## config.mk

```make
export PLATFORM = sky130hd
export DESIGN_NAME = fetch_ctrl
export DESIGN_NICKNAME = d
export VERILOG_FILES = /design/src/rtl/fetch_ctrl.sv
export SDC_FILE = /design/constraint.sdc
export NUM_CORES = 1
export LEC_CHECK = 0
export CAP_MARGIN = 10
export CORE_UTILIZATION = 35
export CTS_CLUSTER_DIAMETER = 80
export DETAILED_ROUTE_END_ITERATION = 6
export GPL_ROUTABILITY_DRIVEN = 1
export PLACE_DENSITY = 0.81
export SYNTH_ARGS = -nofsm -noshare
export SYNTH_HDL_FRONTEND = slang
export SYNTH_SLANG_ARGS = --single-unit
```

## constraint.sdc

```tcl
create_clock -name clk_i -period 5.5 [get_ports clk_i]
set_input_delay 1.1 -clock clk_i [delete_from_list [all_inputs] [get_ports clk_i]]
set_output_delay 1.1 -clock clk_i [all_outputs]
set_load 0.05 [all_outputs]
```

## src/rtl/fetch_ctrl.sv

```systemverilog
// fetch_ctrl: RV32I instruction-fetch sequencer.
// Drives the PC register enable/select and keeps a single outstanding
// request/response transaction to instruction memory. Fetched words go to
// IF/ID with their PC. One word is buffered while IF/ID stalls. A response
// that a redirect has made stale is discarded.
//
// Ports:
//   clk_i, rst_i                  clock, synchronous active-high reset
//   stall_i                       IF/ID cannot accept this cycle
//   redirect_i, redirect_pc_i     taken branch/jump and its target
//   pc_i                          current PC from the PC register
//   pc_en_o, pc_sel_o             PC write enable; select 0 = pc+4, 1 = pc_target_o
//   pc_target_o                   redirect target passed through
//   imem_req_o, imem_addr_o       fetch request and address
//   imem_ready_i                  grant when imem_req_o && imem_ready_i
//   imem_rvalid_i, imem_rdata_i   instruction response
//   if_valid_o, if_instr_o, if_pc_o  instruction offered to IF/ID
//
// Optional: FETCH_CTRL_PERF_EN adds the saturating counters
//   perf_stall_cnt_o (32) and perf_kill_cnt_o (16).
module fetch_ctrl #(
  parameter int unsigned XLEN = 32
) (
  input  logic            clk_i,
  input  logic            rst_i,
  input  logic            stall_i,
  input  logic            redirect_i,
  input  logic [XLEN-1:0] redirect_pc_i,
  input  logic [XLEN-1:0] pc_i,
  output logic            pc_en_o,
  output logic            pc_sel_o,
  output logic [XLEN-1:0] pc_target_o,
  output logic            imem_req_o,
  output logic [XLEN-1:0] imem_addr_o,
  input  logic            imem_ready_i,
  input  logic            imem_rvalid_i,
  input  logic [XLEN-1:0] imem_rdata_i,
  output logic            if_valid_o,
  output logic [XLEN-1:0] if_instr_o,
  output logic [XLEN-1:0] if_pc_o
`ifdef FETCH_CTRL_PERF_EN
  ,
  output logic [31:0]     perf_stall_cnt_o,
  output logic [15:0]     perf_kill_cnt_o
`endif
);

  typedef enum logic [1:0] {IDLE, REQ, RESP, HOLD} state_t;

  state_t          state_q, state_d;
  logic [XLEN-1:0] req_pc_q, req_pc_d;
  logic            kill_q, kill_d;
  logic [XLEN-1:0] buf_instr_q, buf_pc_q;
  logic            buf_ld;
  logic            discard;

  always_comb begin
    state_d     = state_q;
    req_pc_d    = req_pc_q;
    kill_d      = kill_q;
    buf_ld      = 1'b0;
    discard     = 1'b0;
    pc_en_o     = 1'b0;
    pc_sel_o    = 1'b0;
    pc_target_o = redirect_pc_i;
    imem_req_o  = 1'b0;
    imem_addr_o = pc_i;
    if_valid_o  = 1'b0;
    if_instr_o  = '0;
    if_pc_o     = '0;

    unique case (state_q)
      IDLE: begin
        pc_target_o = '0;
        imem_addr_o = '0;
        state_d     = REQ;
      end
      REQ: begin
        imem_req_o = !redirect_i;
        if (redirect_i) begin
          pc_en_o  = 1'b1;
          pc_sel_o = 1'b1;
        end else if (imem_ready_i) begin
          req_pc_d = pc_i;
          pc_en_o  = 1'b1;
          state_d  = RESP;
        end
      end
      RESP: begin
        if (imem_rvalid_i) begin
          if (kill_q || redirect_i) begin
            discard = 1'b1;
            kill_d  = 1'b0;
            if (redirect_i) begin
              pc_en_o  = 1'b1;
              pc_sel_o = 1'b1;
            end
            state_d = REQ;
          end else if (!stall_i) begin
            if_valid_o = 1'b1;
            if_instr_o = imem_rdata_i;
            if_pc_o    = req_pc_q;
            state_d    = REQ;
          end else begin
            buf_ld  = 1'b1;
            state_d = HOLD;
          end
        end else if (redirect_i) begin
          // Response still in flight: retarget the PC now, drop the word later.
          pc_en_o  = 1'b1;
          pc_sel_o = 1'b1;
          kill_d   = 1'b1;
        end
      end
      HOLD: begin
        if (redirect_i) begin
          pc_en_o  = 1'b1;
          pc_sel_o = 1'b1;
          state_d  = REQ;
        end else begin
          if_valid_o = 1'b1;
          if_instr_o = buf_instr_q;
          if_pc_o    = buf_pc_q;
          if (!stall_i) state_d = REQ;
        end
      end
      default: state_d = IDLE;
    endcase

    // Reset overrides everything combinationally so outputs are 0 on the
    // very cycle rst_i is high, not only from the following cycle.
    if (rst_i) begin
      state_d     = IDLE;
      kill_d      = 1'b0;
      buf_ld      = 1'b0;
      discard     = 1'b0;
      pc_en_o     = 1'b0;
      pc_sel_o    = 1'b0;
      pc_target_o = '0;
      imem_req_o  = 1'b0;
      imem_addr_o = '0;
      if_valid_o  = 1'b0;
      if_instr_o  = '0;
      if_pc_o     = '0;
    end
  end

  always_ff @(posedge clk_i) begin
    if (rst_i) begin
      state_q     <= IDLE;
      kill_q      <= 1'b0;
      req_pc_q    <= '0;
      buf_instr_q <= '0;
      buf_pc_q    <= '0;
    end else begin
      state_q  <= state_d;
      kill_q   <= kill_d;
      req_pc_q <= req_pc_d;
      if (buf_ld) begin
        buf_instr_q <= imem_rdata_i;
        buf_pc_q    <= req_pc_q;
      end
    end
  end

`ifdef FETCH_CTRL_PERF_EN
  always_ff @(posedge clk_i) begin
    if (rst_i) begin
      perf_stall_cnt_o <= '0;
      perf_kill_cnt_o  <= '0;
    end else begin
      if (if_valid_o && stall_i && !redirect_i && (perf_stall_cnt_o != '1))
        perf_stall_cnt_o <= perf_stall_cnt_o + 32'd1;
      if (discard && (perf_kill_cnt_o != '1))
        perf_kill_cnt_o <= perf_kill_cnt_o + 16'd1;
    end
  end
`endif

endmodule

```

==> impl_metrics.tcl <==
set metrics [dict create \
    status "finished, final reports clean" \
    antenna_found_initial 0 \
    worstSetupPathType "in -> out" \
    grt_start_max_net_pins 87 \
    p_clk_share_pct 31.3 \
    core.rowCount 44 \
    setup_violations 0 \
    drc 0 \
    fin_nets 977 \
    hold_path.class "reg -> reg" \
    drt_wl_total_um 16500 \
    diodes 0 \
    fin_setup_tns_ns 0 \
    drive_above_1_share_pct 11.5 \
    htreeDepth 3 \
    hold_start "buf_pc_q[0]" \
    rr_worst_depth 5 \
    area_delta_synth_final_pct 49.7 \
    dp_hpwl_um 10500 \
    die-area_sq_mm 0.0156 \
    fmax_ghz 0.224 \
    clk-insertion-delay-late_ns 0.35 \
    irDropWorstVdd_uv 155 \
    yosysWarnings 0 \
    cp-start-kind "primary input" \
    chipHeight_um 125 \
    met1_usage_pct 25.4 \
    synth_nets 805 \
    fin_worst_skew_ns 0.00859 \
    power_density_mw_per_mm2 283 \
    holdWs_ns 0.474 \
    grt.total_usage_pct 20.8 \
    cts_setup_buffers 0 \
    clkSinkCount 99 \
    port_buffers 233 \
    grt_pass1_wl_um 26500 \
    final-hold-violation-count 0 \
    max_cap_violations 0 \
    cts_buffers 9 \
    cp.arrival_ns 3.37 \
    p_int_w 0.00142 \
    synthCells 698 \
    whs_path_depth 2 \
    gp_congestion 0.763 \
    floorplan.initialDensity_pct 36.1 \
    die_width_um 125 \
    holdBufCountCts 0 \
    rrSetupSlack_ns 3.02 \
    drtIter0Drc 431 \
    avgSynthCellArea_sq_um 7.55 \
    core_sq_mm 0.0146 \
    clk_path_buf_depth 2 \
    grt_pass1_vias 5262 \
    num_vias 5759 \
    clkTransAtPathRegs_ns 0.07 \
    finalMaxSlewViolations 0 \
    grt_use_met3_pct 4.30 \
    holdPathEnd "buf_pc_q[0]" \
    r2r-start "state_q[0]" \
    seq_power_share_pct 34.1 \
    required_ns 4.40 \
    tightest_slew_ns 0.933 \
    tritoncts "yes" \
    synth.yosys.seq_area_share_pct 37.6 \
    switching_share_pct 36.2 \
    globalRouteOverflowTotal 0 \
    path_max_fanout 41 \
    cts_resized 0 \
    rsz0062_at_grt "no" \
    cp-end-kind "output port" \
    drt_first_pass_iters 5 \
    wire_per_inst_um 15.6 \
    grt-busiest-layer "met2" \
    grt_use_met2_pct 36.1 \
    yosys_register_bits 99 \
    ios 234 \
    pwr-share-comb_pct 34.6 \
    slew_headroom_pct 37.7 \
    post-route-period-util_pct 81.2 \
    via_per_inst 5.44 \
    switching_power_w 0.000809 \
    min_period_ns 4.47 \
    yosysUniqueCellTypes 32 \
    p_leak_nw 2.59 \
    ant_nets 0 \
    startpoint "redirect_i" \
    r2r_end "buf_instr_q[7]" \
    syn_area_sq_mm 0.00527 \
    root_buffer "clkbuf_16" \
]
-- layout by cell type, fill, tap and decap left out, types with 2 or more instances in the layout --
master / n
o21ai_0: 56
dfxtp_1: 99
nor2_1: 67
clkbuf_16: 9
buf_4: 61
ha_1: 5
a21oi_1: 98
nand3_1: 64
and2_1: 64
o21ai_1: 11
nand2_1: 64
clkdlybuf4s50_1: 166
a32oi_1: 64
bufinv_16: 2
clkinv_2: 2
and3b_1: 2
inv_6: 3
buf_12: 16
nand2b_1: 2
inv_1: 3
-- cell usage after synthesis --
library cell | count | area [sq um]
nor2b_1 | 2 | 12.5
a221oi_4 | 1 | 26.3
clkbuf_1 | 51 | 191
a21boi_0 | 1 | 7.51
nand2b_1 | 2 | 12.5
nand2_1 | 64 | 240
buf_6 | 13 | 146
buf_2 | 14 | 70.1
ha_1 | 5 | 62.6
a21oi_1 | 98 | 490
mux2i_1 | 1 | 10.0
nand4bb_1 | 1 | 11.3
buf_1 | 3 | 11.3
inv_1 | 3 | 11.3
nor2_1 | 68 | 255
o21ai_0 | 56 | 280
o21ai_1 | 11 | 55.1
o21bai_1 | 1 | 7.51
buf_4 | 2 | 15.0
nor4bb_1 | 1 | 10.0
mux2_1 | 1 | 11.3
nor3b_1 | 1 | 7.51
a211oi_1 | 1 | 7.51
and3b_1 | 2 | 17.5
nand3b_1 | 1 | 7.51
and2_1 | 64 | 400
inv_2 | 1 | 3.75
a32oi_1 | 64 | 561
nand3_1 | 64 | 320
o311a_1 | 1 | 10.0
dfxtp_1 | 99 | 1980
and4bb_4 | 1 | 16.3
-- sequential cells by signal, indices dropped and copies added (netlist names) --
| register | flops |
|---|---|
| buf_instr_q | 32 |
| buf_pc_q | 32 |
| req_pc_q | 32 |
| state_q | 2 |
| kill_q | 1 |
-- power by group through the flow --
stage | Combinational [W] | Sequential [W] | Clock (W)
after floorplan | 0.000497 | 0.000772 | 0
after global placement | 0.000772 | 0.000777 | 0
after detailed placement | 0.000775 | 0.000777 | 0
after CTS | 0.000779 | 0.000761 | 0.000716
after global routing | 0.000820 | 0.000765 | 0.000744
final | 0.000773 | 0.000761 | 0.000698
-- critical path: stages --
cell and delay [ns]:
clkdlybuf4s50_1 0.61, and4bb_4 0.82, buf_12 0.28, a32oi_1 0.13, nor2_1 0.23, buf_12 0.17
-- per-stage QoR --
stage	setup WS [ns]	cells	power (W)	utilization, %	cell area, sq um
global placement	1.06	1043	0.00155	51.8	7560
detailed placement	1.05	1043	0.00155	51.8	7560
floorplan	1.75	698	0.00127	-	5270
global route	0.899	1059	0.00233	54.1	7890
CTS	1.03	1059	0.00226	54.1	7890
finish	1.03	1059	0.00223	54.1	7890
-- layer usage --
| layer | share of wire, % | vias up | wire, um |
|---|---|---|---|
| met3 | 5.8 | 22 | 953 |
| li1 | - | 2821 | - |
| met5 | 0 | - | 0 |
| met1 | 42 | 2702 | 6950 |
| met4 | 1.7 | 0 | 278 |
| met2 | 51 | 214 | 8360 |
-- cell type report --
class,count,area (sq um)
fill,1376,6700
multi-input combinational,512,2880
timing repair buffer,244,2440
sequential,99,1980
tap,184,230
clock buffer,9,225
clock inverter,7,108
inverter,4,16.3
-- how the worst max path moves through the flow --
stage,cells after the start,to,slack [ns]
after CTS,6,if_pc_o[2],1.03
after global routing,6,if_instr_o[28],0.90
after global placement,6,if_pc_o[14],1.06
after floorplan,3,pc_en_o,1.75
after detailed placement,6,if_pc_o[2],1.05
final,6,if_pc_o[2],1.03
-- cells by family (layout without fill, tap and decap cells) --
logic type	after synthesis	after routing	share of synthesized area [%]
AOI/OAI and AO/OA	234	234	27.4
adders and majority gates	5	5	1.19
buffers and inverters	87	264	8.52
DFF	99	99	37.6
muxes	2	2	0.404
and+or+nand+nor	271	271	24.9
Power figures use the tool's default switching activity.
